===== src/rtl/fft_pipe_seq_if.sv =====
// Handshake and status bundle between the FFT sequencer and its controller.
// The master side drives the commands and output backpressure; the slave
// side (the sequencer) drives the step/enable/address and result signals.
interface fft_pipe_seq_if #(
    parameter int NSTAGES = 3,
    parameter int ROW_W   = 32
);
    logic               start;
    logic               mode;
    logic               stop;
    logic               out_ready;
    logic               step;
    logic [ROW_W-1:0]   row_sel;
    logic [NSTAGES-1:0] stage_en;
    logic               out_valid;
    logic [ROW_W-1:0]   out_row;
    logic               busy;
    logic               done;

    modport master (
        output start, mode, stop, out_ready,
        input  step, row_sel, stage_en, out_valid, out_row, busy, done
    );

    modport slave (
        input  start, mode, stop, out_ready,
        output step, row_sel, stage_en, out_valid, out_row, busy, done
    );
endinterface


===== src/rtl/fft_pipe_seq.sv =====
// Sequencer for the multi-stage FFT datapath. A cycle counter paces one
// step every CT cycles; each step shifts a valid/tag pipeline that mirrors
// the datapath stages, issues the next input row while running, and
// presents the result at the last stage through a ready/valid handshake.
// A stalled output freezes the counter at its terminal value so the step
// fires in the same cycle the consumer becomes ready.
module fft_pipe_seq #(
    parameter int CT      = 40,
    parameter int NSTAGES = 3,
    parameter int NROWS   = 64,
    parameter int ROW_W   = 32
) (
    input  logic          clk,
    input  logic          reset,
    fft_pipe_seq_if.slave bus
);

    localparam int                CNT_W   = (CT > 1) ? $clog2(CT) : 1;
    localparam logic [CNT_W-1:0]  CNT_MAX = CNT_W'(CT - 1);
    localparam logic [ROW_W-1:0]  ROW_MAX = ROW_W'(NROWS - 1);

    typedef enum logic [1:0] {
        S_IDLE  = 2'd0,
        S_RUN   = 2'd1,
        S_DRAIN = 2'd2
    } state_t;

    state_t             state_q,    state_d;
    logic [CNT_W-1:0]   cnt_q,      cnt_d;
    logic [ROW_W-1:0]   row_q,      row_d;
    logic [NSTAGES-1:0] vld_q,      vld_d;
    logic [ROW_W-1:0]   tag_q [NSTAGES];
    logic [ROW_W-1:0]   tag_d [NSTAGES];
    logic               taken_q,    taken_d;
    logic               stop_req_q, stop_req_d;

    logic               active;
    logic               out_valid;
    logic               stall;
    logic               step;
    logic               issue;
    logic               xfer;
    logic               drain_done;
    logic [NSTAGES-1:0] stage_en;

    // Handshake and pacing terms derived from the current register state.
    always_comb begin
        active     = (state_q != S_IDLE);
        out_valid  = vld_q[NSTAGES-1] & ~taken_q;
        stall      = out_valid & ~bus.out_ready;
        step       = active & (cnt_q == CNT_MAX) & ~stall;
        issue      = (state_q == S_RUN) & ~stop_req_q;
        xfer       = out_valid & bus.out_ready;
        drain_done = (state_q == S_DRAIN) & (vld_q == '0);
        stage_en   = '0;
        stage_en[0] = step & issue;
        for (int i = 1; i < NSTAGES; i++) begin
            stage_en[i] = step & vld_q[i-1];
        end
    end

    // Next-state logic: FSM transitions, step counter, row address,
    // valid/tag shift pipeline and output-consumed flag.
    always_comb begin
        state_d    = state_q;
        cnt_d      = cnt_q;
        row_d      = row_q;
        vld_d      = vld_q;
        tag_d      = tag_q;
        taken_d    = taken_q;
        stop_req_d = stop_req_q;

        case (state_q)
            S_IDLE: begin
                if (bus.start) begin
                    state_d    = S_RUN;
                    cnt_d      = '0;
                    row_d      = '0;
                    stop_req_d = 1'b0;
                end
            end
            S_RUN: begin
                if (bus.stop) begin
                    stop_req_d = 1'b1;
                end
                if (step) begin
                    // A pending stop turns this step into the first drain step;
                    // a single pass ends on the step that issues the last row.
                    if (stop_req_q) begin
                        state_d = S_DRAIN;
                    end else if ((row_q == ROW_MAX) && !bus.mode) begin
                        state_d = S_DRAIN;
                    end
                end
            end
            S_DRAIN: begin
                if (drain_done) begin
                    state_d = S_IDLE;
                end
            end
            default: begin
                state_d = S_IDLE;
            end
        endcase

        // Counter wraps on a step and parks at its terminal count while stalled.
        if (active) begin
            if (step) begin
                cnt_d = '0;
            end else if (cnt_q != CNT_MAX) begin
                cnt_d = cnt_q + 1'b1;
            end
        end
        if (drain_done) begin
            cnt_d = '0;
        end

        if (step && issue) begin
            if (row_q == ROW_MAX) begin
                if (bus.mode) begin
                    row_d = '0;
                end
            end else begin
                row_d = row_q + ROW_W'(1);
            end
        end

        if (step) begin
            vld_d[0] = issue;
            tag_d[0] = row_q;
            for (int i = 1; i < NSTAGES; i++) begin
                vld_d[i] = vld_q[i-1];
                tag_d[i] = tag_q[i-1];
            end
        end

        // A step presents a fresh result, so it wins over a same-cycle transfer.
        if (step) begin
            taken_d = 1'b0;
        end else if (xfer) begin
            taken_d = 1'b1;
        end
    end

    // State register with synchronous active-low reset.
    always_ff @(posedge clk) begin
        if (!reset) begin
            state_q    <= S_IDLE;
            cnt_q      <= '0;
            row_q      <= '0;
            vld_q      <= '0;
            tag_q      <= '{default: '0};
            taken_q    <= 1'b0;
            stop_req_q <= 1'b0;
        end else begin
            state_q    <= state_d;
            cnt_q      <= cnt_d;
            row_q      <= row_d;
            vld_q      <= vld_d;
            tag_q      <= tag_d;
            taken_q    <= taken_d;
            stop_req_q <= stop_req_d;
        end
    end

    assign bus.step      = step;
    assign bus.row_sel   = row_q;
    assign bus.stage_en  = stage_en;
    assign bus.out_valid = out_valid;
    assign bus.out_row   = tag_q[NSTAGES-1];
    assign bus.busy      = active;
    assign bus.done      = drain_done;

endmodule


===== src/flat_wrapper.sv =====
// flat-port wrapper written by rule: the top's interface ports become plain ports
module fft_pipe_seq_flat 
#(
    parameter int CT      = 40,
    parameter int NSTAGES = 3,
    parameter int NROWS   = 64,
    parameter int ROW_W   = 32
)
  (clk, reset, bus_start, bus_mode, bus_stop, bus_out_ready, bus_step, bus_row_sel, bus_stage_en, bus_out_valid, bus_out_row, bus_busy, bus_done);
  fft_pipe_seq_if #(.NSTAGES(NSTAGES), .ROW_W(ROW_W)) bus_i ();
  input  logic clk;
  input  logic reset;
  input wire logic [$bits(bus_i.start)-1:0] bus_start;
  input wire logic [$bits(bus_i.mode)-1:0] bus_mode;
  input wire logic [$bits(bus_i.stop)-1:0] bus_stop;
  input wire logic [$bits(bus_i.out_ready)-1:0] bus_out_ready;
  output wire logic [$bits(bus_i.step)-1:0] bus_step;
  output wire logic [$bits(bus_i.row_sel)-1:0] bus_row_sel;
  output wire logic [$bits(bus_i.stage_en)-1:0] bus_stage_en;
  output wire logic [$bits(bus_i.out_valid)-1:0] bus_out_valid;
  output wire logic [$bits(bus_i.out_row)-1:0] bus_out_row;
  output wire logic [$bits(bus_i.busy)-1:0] bus_busy;
  output wire logic [$bits(bus_i.done)-1:0] bus_done;
  assign bus_i.start = bus_start;
  assign bus_i.mode = bus_mode;
  assign bus_i.stop = bus_stop;
  assign bus_i.out_ready = bus_out_ready;
  assign bus_step = bus_i.step;
  assign bus_row_sel = bus_i.row_sel;
  assign bus_stage_en = bus_i.stage_en;
  assign bus_out_valid = bus_i.out_valid;
  assign bus_out_row = bus_i.out_row;
  assign bus_busy = bus_i.busy;
  assign bus_done = bus_i.done;
  fft_pipe_seq #(.CT(CT), .NSTAGES(NSTAGES), .NROWS(NROWS), .ROW_W(ROW_W)) u_core (.clk(clk), .reset(reset), .bus(bus_i));
endmodule

===== config.mk =====
export PLATFORM = sky130hd
export DESIGN_NAME = fft_pipe_seq_flat
export DESIGN_NICKNAME = d
export VERILOG_FILES = /design/src/rtl/fft_pipe_seq_if.sv /design/src/rtl/fft_pipe_seq.sv /design/src/flat_wrapper.sv
export SDC_FILE = /design/constraint.sdc
export NUM_CORES = 1
export LEC_CHECK = 0
export CELL_PAD_IN_SITES_DETAIL_PLACEMENT = 1
export CELL_PAD_IN_SITES_GLOBAL_PLACEMENT = 2
export CORE_ASPECT_RATIO = 1.75
export CORE_MARGIN = 3
export CORE_UTILIZATION = 33
export CTS_CLUSTER_SIZE = 40
export DETAILED_ROUTE_END_ITERATION = 7
export DONT_BUFFER_PORTS = 1
export PLACE_DENSITY = 0.81
export SLEW_MARGIN = 25
export SYNTH_ARGS = -nofsm -noshare
export SYNTH_HDL_FRONTEND = slang
export SYNTH_SLANG_ARGS = --single-unit

===== constraint.sdc =====
create_clock -name clk -period 3.25 [get_ports clk]
set_clock_uncertainty 0.1 [all_clocks]
set_input_delay 0.975 -clock clk [delete_from_list [all_inputs] [get_ports clk]]
set_output_delay 0.975 -clock clk [all_outputs]
set_load 0.1 [all_outputs]

==> impl_metrics.csv, run 1 <==
group,metric,value,unit
worst_hold_path,hold_end,"u_core.bus.out_row[0]",
worst_hold_path,min_path_cells,2,
yosys,ys_ff_latch,141,
critical_path,r2r_cells,6,
critical_path,r2r_start,"u_core.bus.row_sel[0]",
die,fp.dieW,109,um
sta,finalHoldViolCount,0,
power,ir_drop,0.313,mV
critical_path,cp-start-kind,"flip-flop",
yosys,netlist_instances,762,
drt,wire_per_inst,17.5,um
critical_path,crit_type,"reg2out",
yosys,synth-main-ff-cell,"dfxtp_1",
drt,routed_wl,17900,um
cts,cts_buffers,17,
critical_path,cp.required,2170,ps
finish,postLayoutCoreUtil,0.395,
critical_path,cp_slowest_cell,"dfxtp_1",
yosys,synth-edff-count,0,
drt,drc,0,
global_routing,grt_pass1_wl,29000,um
sta,min_period_over_period,0.952,
critical_path,worstPathMaxFanout,6,
worst_hold_path,hold_path.class,"reg2reg",
worst_hold_path,hold_start,"u_core.tag_q[32]",
critical_path,arrival,2020,ps
finish,diodes,0,
finish,area_delta_synth_final,17.6,%
die,die_height,185,um
yosys,synth.top_cell.area_share,0.465,
yosys,async_flop_share,0,
die,fp.dieArea,0.0201,sq mm
yosys,syn_area_per_cell,7.97,sq um
critical_path,max_stage_delay,380,ps
place,dp_worst_setup_slack,341,ps
place,globalplace.congestion,0.869,
sta,setup_viol,0,
power,power_density,517,mW/mm^2
drt,drt_pass1_iterations,4,
critical_path,path_buf_inv,3,
sta,setup_tns,0,ps
drt,final_antenna_net_count,0,
sta,slew_viol_final,0,
critical_path,r2r_slack,410,ps
critical_path,cp_common_cell,"nand2_4",
place,io_buffers,0,
critical_path,endpoint_kind,"output port",
sta,fmax,0.323,GHz
critical_path,critPathTopFamily,"simple AND/OR/NAND/NOR gates",
yosys,synth.cell_area,0.00607,sq mm
yosys,syn-num-nets,770,
sta,min_period,3090,ps
die,design.core.area,0.0181,sq mm
sta,fin_ws,156,ps
cts,clk_pin_slew,60,ps
finish,fillers,2194,
finish,drive_above_1_share,0.163,
die,num_io_pins,77,
yosys,synth-warning-count,0,
place,dpl_cell_area,0.00655,sq mm
drt,vias,5333,
critical_path,worstPathCellList,"ha_1, nand2_2, nor3_4, nand2_4, inv_4, nand2_4, clkinvlp_4, buf_12",
cts,cts_root_buffer,"clkbuf_16",
place,hpwl,12800,um
yosys,ys_types,56,
cts,clock_path_buffers,2,
die,start_util,0.336,
critical_path,r2r-end,"u_core.bus.row_sel[17]",
global_routing,gr-total-overflow,0,
global_routing,grt_pass1_vias,5477,
sta,rsz0062_at_grt,"false",
cts,h-tree-depth,4,
yosys,synth_top_area_cell,"dfxtp_1",
flow_run,cap_violations,0,
die,placementRows,65,
global_routing,grt_max_degree,100,
cts,cts.sinks,141,
cts,clk_latency,420,ps
drt,drt-initial-drc-count,237,
yosys,synth_seq_area_share,0.465,
cts,post_cts_buffers,0,
global_routing,grt_use_total,0.184,
drt,viasPerCell,5.23,
finish,fin_area,0.00714,sq mm
status,status,"completed",
cts,cts_tree,"built",
global_routing,antenna_found_initial,0,
power,p_leak,0.00252,uW
yosys,synthTopCellsByArea,"dfxtp_1 46%, nand2_1 14%, a21oi_1 9.6%, buf_4 4.1%, a31oi_1 1.8%",
finish,nNetsFinal,781,
sta,worst_slew_pin_slew,982,ps
sta,relSlewSlack,0.345,
-- worst min-delay path: stages (launching register included) --
cell and delay, ps:
dfxtp_1 310, nand2_1 50, a21oi_1 50
-- cells in the mapped netlist (6+ instances only) --
library cell,n
dfxtp_1,141
clkbuf_1,26
nand3_1,19
buf_2,12
nor2_1,17
buf_4,33
nor4_1,7
nor3_1,11
nand4_1,10
inv_1,8
and3_1,10
a31oi_1,17
o21ai_0,17
a21oi_1,117
or4_1,6
nand2_1,226
-- per-layer routing --
metal  GRT usage  wire length, um  vias to the layer above
li1            -                -                     2618
met1       0.202             7190                     2560
met2       0.316             9060                      124
met3      0.0558              943                       31
met4      0.0930              695                        0
met5           0                0                        -
-- report_power, final --
group          internal, uW  total, uW  switching (uW)
Clock                  1120       1890             770
Combinational          12.0       66.8            54.8
Sequential             1730       1740            4.40
Total                  2860       3690             829
-- worst max path at each step --
stage,from,to,slack [ps],depth (start not counted)
finish,u_core.cnt_q[0],bus_stage_en[1],160,8
global route,u_core.cnt_q[0],bus_stage_en[1],40,8
CTS,u_core.cnt_q[0],bus_stage_en[1],40,8
detailed placement,bus_out_ready,bus_stage_en[1],340,7
global placement,bus_out_ready,bus_stage_en[1],380,7
floorplan,bus_out_ready,bus_stage_en[2],-170,8
-- stage by stage --
stage / instances / total power [uW] / hold WS (ps)
6_report: 1020 / 3690 / 353
5_1_grt: 1020 / 3820 / 377
4_1_cts: 1020 / 3750 / 354
3_5_place_dp: 988 / 1840 / 349
3_3_place_gp: 988 / 1840 / 344
2_1_floorplan: 762 / 1830 / 329
-- cells by family (layout without fill, tap and decap cells) --
kind of cell               count (synthesis)  after routing  share of synthesized area
xor gates and xnor gates                   5              5                    0.00721
adders and majority gates                  2              2                    0.00412
muxes                                      1              1                    0.00185
AOI/OAI and AO/OA                        188            188                      0.182
DFF                                      141            141                      0.465
and+or+nand+nor                          335            335                      0.252
buffers and inverters                     90            114                     0.0886
-- state kept, by name, summed over array words and instances (netlist names) --
| register | cells |
|---|---|
| u_core.state_q | 2 |
| u_core.taken_q | 1 |
| u_core.bus.out_row | 32 |
| u_core.stop_req_q | 1 |
| u_core.bus.row_sel | 32 |
| u_core.tag_q | 64 |
| u_core.cnt_q | 6 |
| u_core.vld_q | 3 |
-- final cells by class --
type / instances / area [sq um] / share of cell area
inverters: 10 / 50.0 / 0.00701
flip-flops and latches: 141 / 2820 / 0.395
multi-input cells: 531 / 2770 / 0.388
clock buffers: 20 / 467 / 0.0654
clock inverters: 12 / 113 / 0.0158
repair buffers: 72 / 623 / 0.0873
well taps: 234 / 293 / 0.0410
-- layout by cell type (no fill, tap or decap), drive strengths merged, types with 3 or more instances in the layout --
| cell | instances |
|---|---|
| clkbuf | 20 |
| xnor2 | 5 |
| a22o | 5 |
| and4 | 4 |
| nand4 | 10 |
| a41oi | 5 |
| or4 | 6 |
| and3 | 10 |
| a31oi | 17 |
| or3 | 5 |
| o211a | 4 |
| nand2 | 226 |
| o211ai | 4 |
| a21oi | 117 |
| nand3 | 19 |
| clkinvlp | 7 |
| nand2b | 5 |
| nor4 | 10 |
| o311a | 3 |
| nor2 | 17 |
| buf | 72 |
| inv | 8 |
| clkinv | 6 |
| nor3 | 12 |
| dfxtp | 141 |
| a21o | 4 |
| o21ai | 18 |
-- repair_timing --
item	CTS	global route
endpoints found under the setup margin	2	2
gates resized for setup	1	2
hold buffers	0	0
Power figures use the tool's default switching activity.
==> inputs of run 2 (changes only) <==
--- a/constraint.sdc
+++ b/constraint.sdc
@@ -3,3 +3,3 @@
 set_input_delay 0.975 -clock clk [delete_from_list [all_inputs] [get_ports clk]]
 set_output_delay 0.975 -clock clk [all_outputs]
-set_load 0.1 [all_outputs]
+set_load 0.005 [all_outputs]
==> run 2 against run 1 <==
Net effect: non-clock buffer count is 49 lower; sequential power is essentially flat; critical endpoint unchanged; clock-buffer cell count is 1 lower; combinational power shrank 11%; worst hold slack worse by 7.0 ps; maximum frequency grew 1.2%; register-to-register slack better by 120 ps.
==> impl_metrics.csv, run 2 (same netlist as run 1, synthesis figures left out) <==
group,metric,value,unit
die,placementRows,65,
finish,nNetsFinal,732,
drt,drt_pass1_iterations,4,
die,start_util,0.336,
global_routing,gr-total-overflow,0,
drt,vias,5157,
global_routing,grt_pass1_vias,5205,
global_routing,grt_max_degree,100,
cts,cts_tree,"built",
sta,rsz0062_at_grt,"false",
cts,cts.sinks,141,
drt,wire_per_inst,18.1,um
sta,min_period,3060,ps
cts,clock_path_buffers,2,
global_routing,grt_use_total,0.179,
critical_path,worstPathMaxFanout,6,
die,num_io_pins,77,
power,power_density,579,mW/mm^2
power,ir_drop,0.250,mV
finish,top_register,"u_core.tag_q",
place,globalplace.congestion,0.908,
finish,layout_commonest_cell,"nand2_1",
critical_path,cp.required,2170,ps
die,design.core.area,0.0181,sq mm
finish,largest_reg_flops,64,
critical_path,crit_type,"reg2out",
power,p_leak,0.00225,uW
global_routing,antenna_found_initial,0,
critical_path,endpoint_kind,"output port",
sta,fmax,0.327,GHz
finish,final_cell_mix,"224 x nand2_1, 141 x dfxtp_1, 117 x a21oi_1",
drt,drc,0,
cts,clk_pin_slew,60,ps
sta,finalHoldViolCount,0,
drt,viasPerCell,5.32,
drt,drt-initial-drc-count,253,
finish,diodes,0,
sta,worst_slew_pin_slew,979,ps
die,fp.dieArea,0.0201,sq mm
die,die_height,185,um
place,dp_worst_setup_slack,211,ps
global_routing,grt_pass1_wl,28100,um
cts,h-tree-depth,4,
cts,cts_buffers,17,
finish,drive_above_1_share,0.0951,
cts,cts_root_buffer,"clkbuf_16",
sta,relSlewSlack,0.348,
sta,min_period_over_period,0.941,
drt,routed_wl,17500,um
sta,slew_viol_final,0,
die,fp.dieW,109,um
cts,clk_latency,410,ps
sta,setup_tns,0,ps
flow_run,cap_violations,0,
finish,area_delta_synth_final,10.8,%
critical_path,cp-start-kind,"flip-flop",
critical_path,arrival,1980,ps
sta,setup_viol,0,
place,hpwl,12100,um
place,io_buffers,0,
sta,fin_ws,193,ps
worst_hold_path,hold_path.class,"reg2reg",
drt,final_antenna_net_count,0,
status,status,"completed",
-- run 2: cell type report --
| type | instances | area, sq um |
|---|---|---|
| Sequential cell | 141 | 2820 |
| Tap cell | 234 | 293 |
| Clock buffer | 19 | 443 |
| Fill cell | 2232 | 11300 |
| Timing Repair Buffer | 23 | 198 |
| Clock inverter | 12 | 194 |
| Inverter | 10 | 38.8 |
| Multi-Input combinational cell | 531 | 2740 |
-- run 2: timing repair --
item                                    in CTS  in global routing
setup buffers                                0                  0
hold buffers                                 0                  0
hold endpoints to repair                     0                  0
pin swaps                                    0                  1
resized for setup                            1                  3
endpoints found under the setup margin       2                  2
-- run 2: per-stage QoR --
stage	std cells	instance area [sq um]	hold WS [ps]	util	power [uW]
floorplan	762	6080	329	-	1820
global placement	939	6080	346	0.337	1830
detailed placement	939	6080	347	0.337	1830
CTS	970	6720	351	0.372	3960
global route	970	6730	367	0.373	4040
finish	970	6730	346	0.373	3900
-- run 2: worst paths after layout --
path | startpoint | end | slack (ps) | cells past startpoint
max | u_core.cnt_q[3] | bus_stage_en[1] | 190 | 6
min | u_core.tag_q[41] | u_core.bus.out_row[9] | 350 | 2
min reg2reg | u_core.tag_q[41] | u_core.bus.out_row[9] | 350 | 2
max reg2reg | u_core.state_q[0] | u_core.bus.row_sel[18] | 530 | 5
-- run 2: layer usage --
metal | share of wire | track usage
met4 | 0.037 | 0.0971
met5 | 0 | 0
met3 | 0.055 | 0.0527
met2 | 0.51 | 0.302
met1 | 0.40 | 0.199
-- run 2: critical path, stage by stage (launching register included) --
cell and delay (ps):
dfxtp_1 360, or3b_4 460, nor3_4 280, nand2_4 70, inv_2 200, nand2_1 110, inv_1 80
-- run 2: power breakdown --
part           switching (uW)  total, uW  internal, uW
registers                3.91       1740          1730
logic                    47.9       59.7          11.8
clock network             731       2100          1370
==> inputs of run 3 (changes only) <==
- CELL_PAD_IN_SITES_DETAIL_PLACEMENT: 1 -> 0
- CELL_PAD_IN_SITES_GLOBAL_PLACEMENT: 2 -> 1
- CORE_UTILIZATION: 33 -> 42
- CTS_CLUSTER_DIAMETER: not set -> 40
- PLACE_DENSITY: 0.81 -> 0.82
==> run 3 against run 2 <==
Net effect: flip-flop and latch count unchanged; maximum frequency down 0.23%; clock power up 3%; final area down 0.91%; register-to-register slack worse by 40 ps; worst setup slack worse by 7.1 ps; non-clock buffer count unchanged; worst hold slack better by 1.3 ps.
==> impl_metrics.csv, run 3 (same netlist as run 1, synthesis figures left out) <==
group,metric,value,unit
status,status,"completed",
critical_path,worstPathCellList,"or3b_1, nor3_4, nand2_4, inv_2, nand2_1, inv_1",
cts,cts_tree,"built",
sta,setup_viol,0,
flow_run,cap_violations,0,
global_routing,gr-total-overflow,0,
cts,post_cts_buffers,0,
drt,routed_wl,15100,um
cts,clk_latency,410,ps
global_routing,gr-usage-met1,0.224,
cts,clk_pin_slew,60,ps
worst_hold_path,min_path_cells,2,
die,fp.dieW,96.9,um
sta,finalHoldViolCount,0,
drt,final_antenna_net_count,0,
cts,cts_buffers,17,
global_routing,grt_max_degree,100,
cts,cts.sinks,141,
sta,worst_slew_pin_slew,940,ps
power,power_density,592,mW/mm^2
sta,min_period_over_period,0.943,
die,placementRows,57,
place,io_buffers,0,
cts,h-tree-depth,4,
finish,diodes,0,
power,comb_power_share,0.015,
finish,drive_above_1_share,0.0950,
finish,final_cell_mix,"224 x nand2_1, 141 x dfxtp_1, 117 x a21oi_1",
power,p_leak,0.00226,uW
sta,slew_viol_final,0,
sta,min_period,3060,ps
cts,cts_root_buffer,"clkbuf_16",
power,ir_drop,0.284,mV
place,globalplace.congestion,0.923,
finish,nNetsFinal,732,
critical_path,r2r_slack,490,ps
finish,layout_commonest_cell,"nand2_1",
sta,rsz0062_at_grt,"false",
critical_path,max_stage_delay,520,ps
worst_hold_path,hold_path.class,"reg2reg",
drt,wire_per_inst,16.5,um
drt,drc,0,
finish,top_register,"u_core.tag_q",
global_routing,antenna_found_initial,0,
critical_path,arrival,1990,ps
place,hpwl,10400,um
die,design.core.area,0.0140,sq mm
drt,viasPerCell,5.46,
power,p_switching,823,uW
drt,drt_pass1_iterations,4,
finish,multiInputGateArea,0.00274,sq mm
global_routing,grt_pass1_wl,24300,um
die,die_height,165,um
cts,ctsHoldBuffers,0,
drt,drt-initial-drc-count,258,
finish,final-seq-area,0.00282,sq mm
sta,relSlewSlack,0.373,
critical_path,critPathTopFamily,"simple AND/OR/NAND/NOR gates",
power,pwr-share-seq,0.439,
die,start_util,0.432,
critical_path,cp-start-kind,"flip-flop",
cts,post_cts_resized,1,
sta,fmax,0.326,GHz
power,swShare,0.208,
global_routing,globalRouteMet2Util,0.311,
power,internal_power,3130,uW
die,num_io_pins,77,
drt,vias,4986,
critical_path,path_buf_inv,2,
critical_path,crit_type,"reg2out",
global_routing,gr-max-usage-layer,"met2",
critical_path,worstPathMaxFanout,6,
finish,largest_reg_flops,64,
global_routing,met3_usage,0.0567,
finish,fillers,1376,
power,p_clk_frac,0.546,
finish,area_delta_synth_final,9.83,%
critical_path,path_depth,6,
critical_path,cp.required,2170,ps
critical_path,cp_slowest_cell,"or3b_1",
sta,setup_tns,0,ps
critical_path,r2r_cells,5,
critical_path,endpoint_kind,"output port",
global_routing,grt_use_total,0.187,
sta,whs,347,ps
global_routing,grt_pass1_vias,4585,
die,fp.dieArea,0.0160,sq mm
cts,clock_path_buffers,2,
run 3: metal layers:
metal	vias up	wire length, um
met2	130	7380
li1	2540	-
met4	0	478
met5	-	0
met3	22	800
met1	2294	6460
run 3: layout make-up:
cell class                 instances  share of cell area
sequential                       141               0.423
multi-input combinational        531               0.411
clock buffer                      18              0.0644
clock inverter                    14              0.0349
tap                              177              0.0332
timing repair buffer              23              0.0278
inverter                          10             0.00582
run 3: power by group through the flow:
stage,combinational [uW],clock (uW),sequential (uW)
after CTS,59.3,2200,1730
after floorplan,46.4,0,1770
final,59.1,2160,1730
after detailed placement,59.1,0,1770
after global placement,59.3,0,1770
after global routing,65.3,2270,1730
run 3: worst register-to-register path: stages, from the launching register on:
cell      delay, ps
dfxtp_1         410
nor4_1          640
nand3_1         320
o311a_1         680
nor4bb_1        270
a211o_1         230
run 3: final timing paths:
check                                            start                      to
worst max-delay path                   u_core.cnt_q[3]         bus_stage_en[2]
worst min-delay path                  u_core.tag_q[92]        u_core.tag_q[60]
worst max register to register  u_core.bus.row_sel[13]  u_core.bus.row_sel[18]
worst min register to register        u_core.tag_q[92]        u_core.tag_q[60]
run 3: per-stage QoR:
stage	utilization	setup WS (ps)	cells	instance area, sq um	power, uW
CTS	0.474	80.2	914	6660	3990
floorplan	-	65.2	762	6080	1820
finish	0.475	186	914	6670	3950
global placement	0.427	317	882	5990	1830
global route	0.475	36.4	914	6670	4070
detailed placement	0.427	277	882	5990	1830
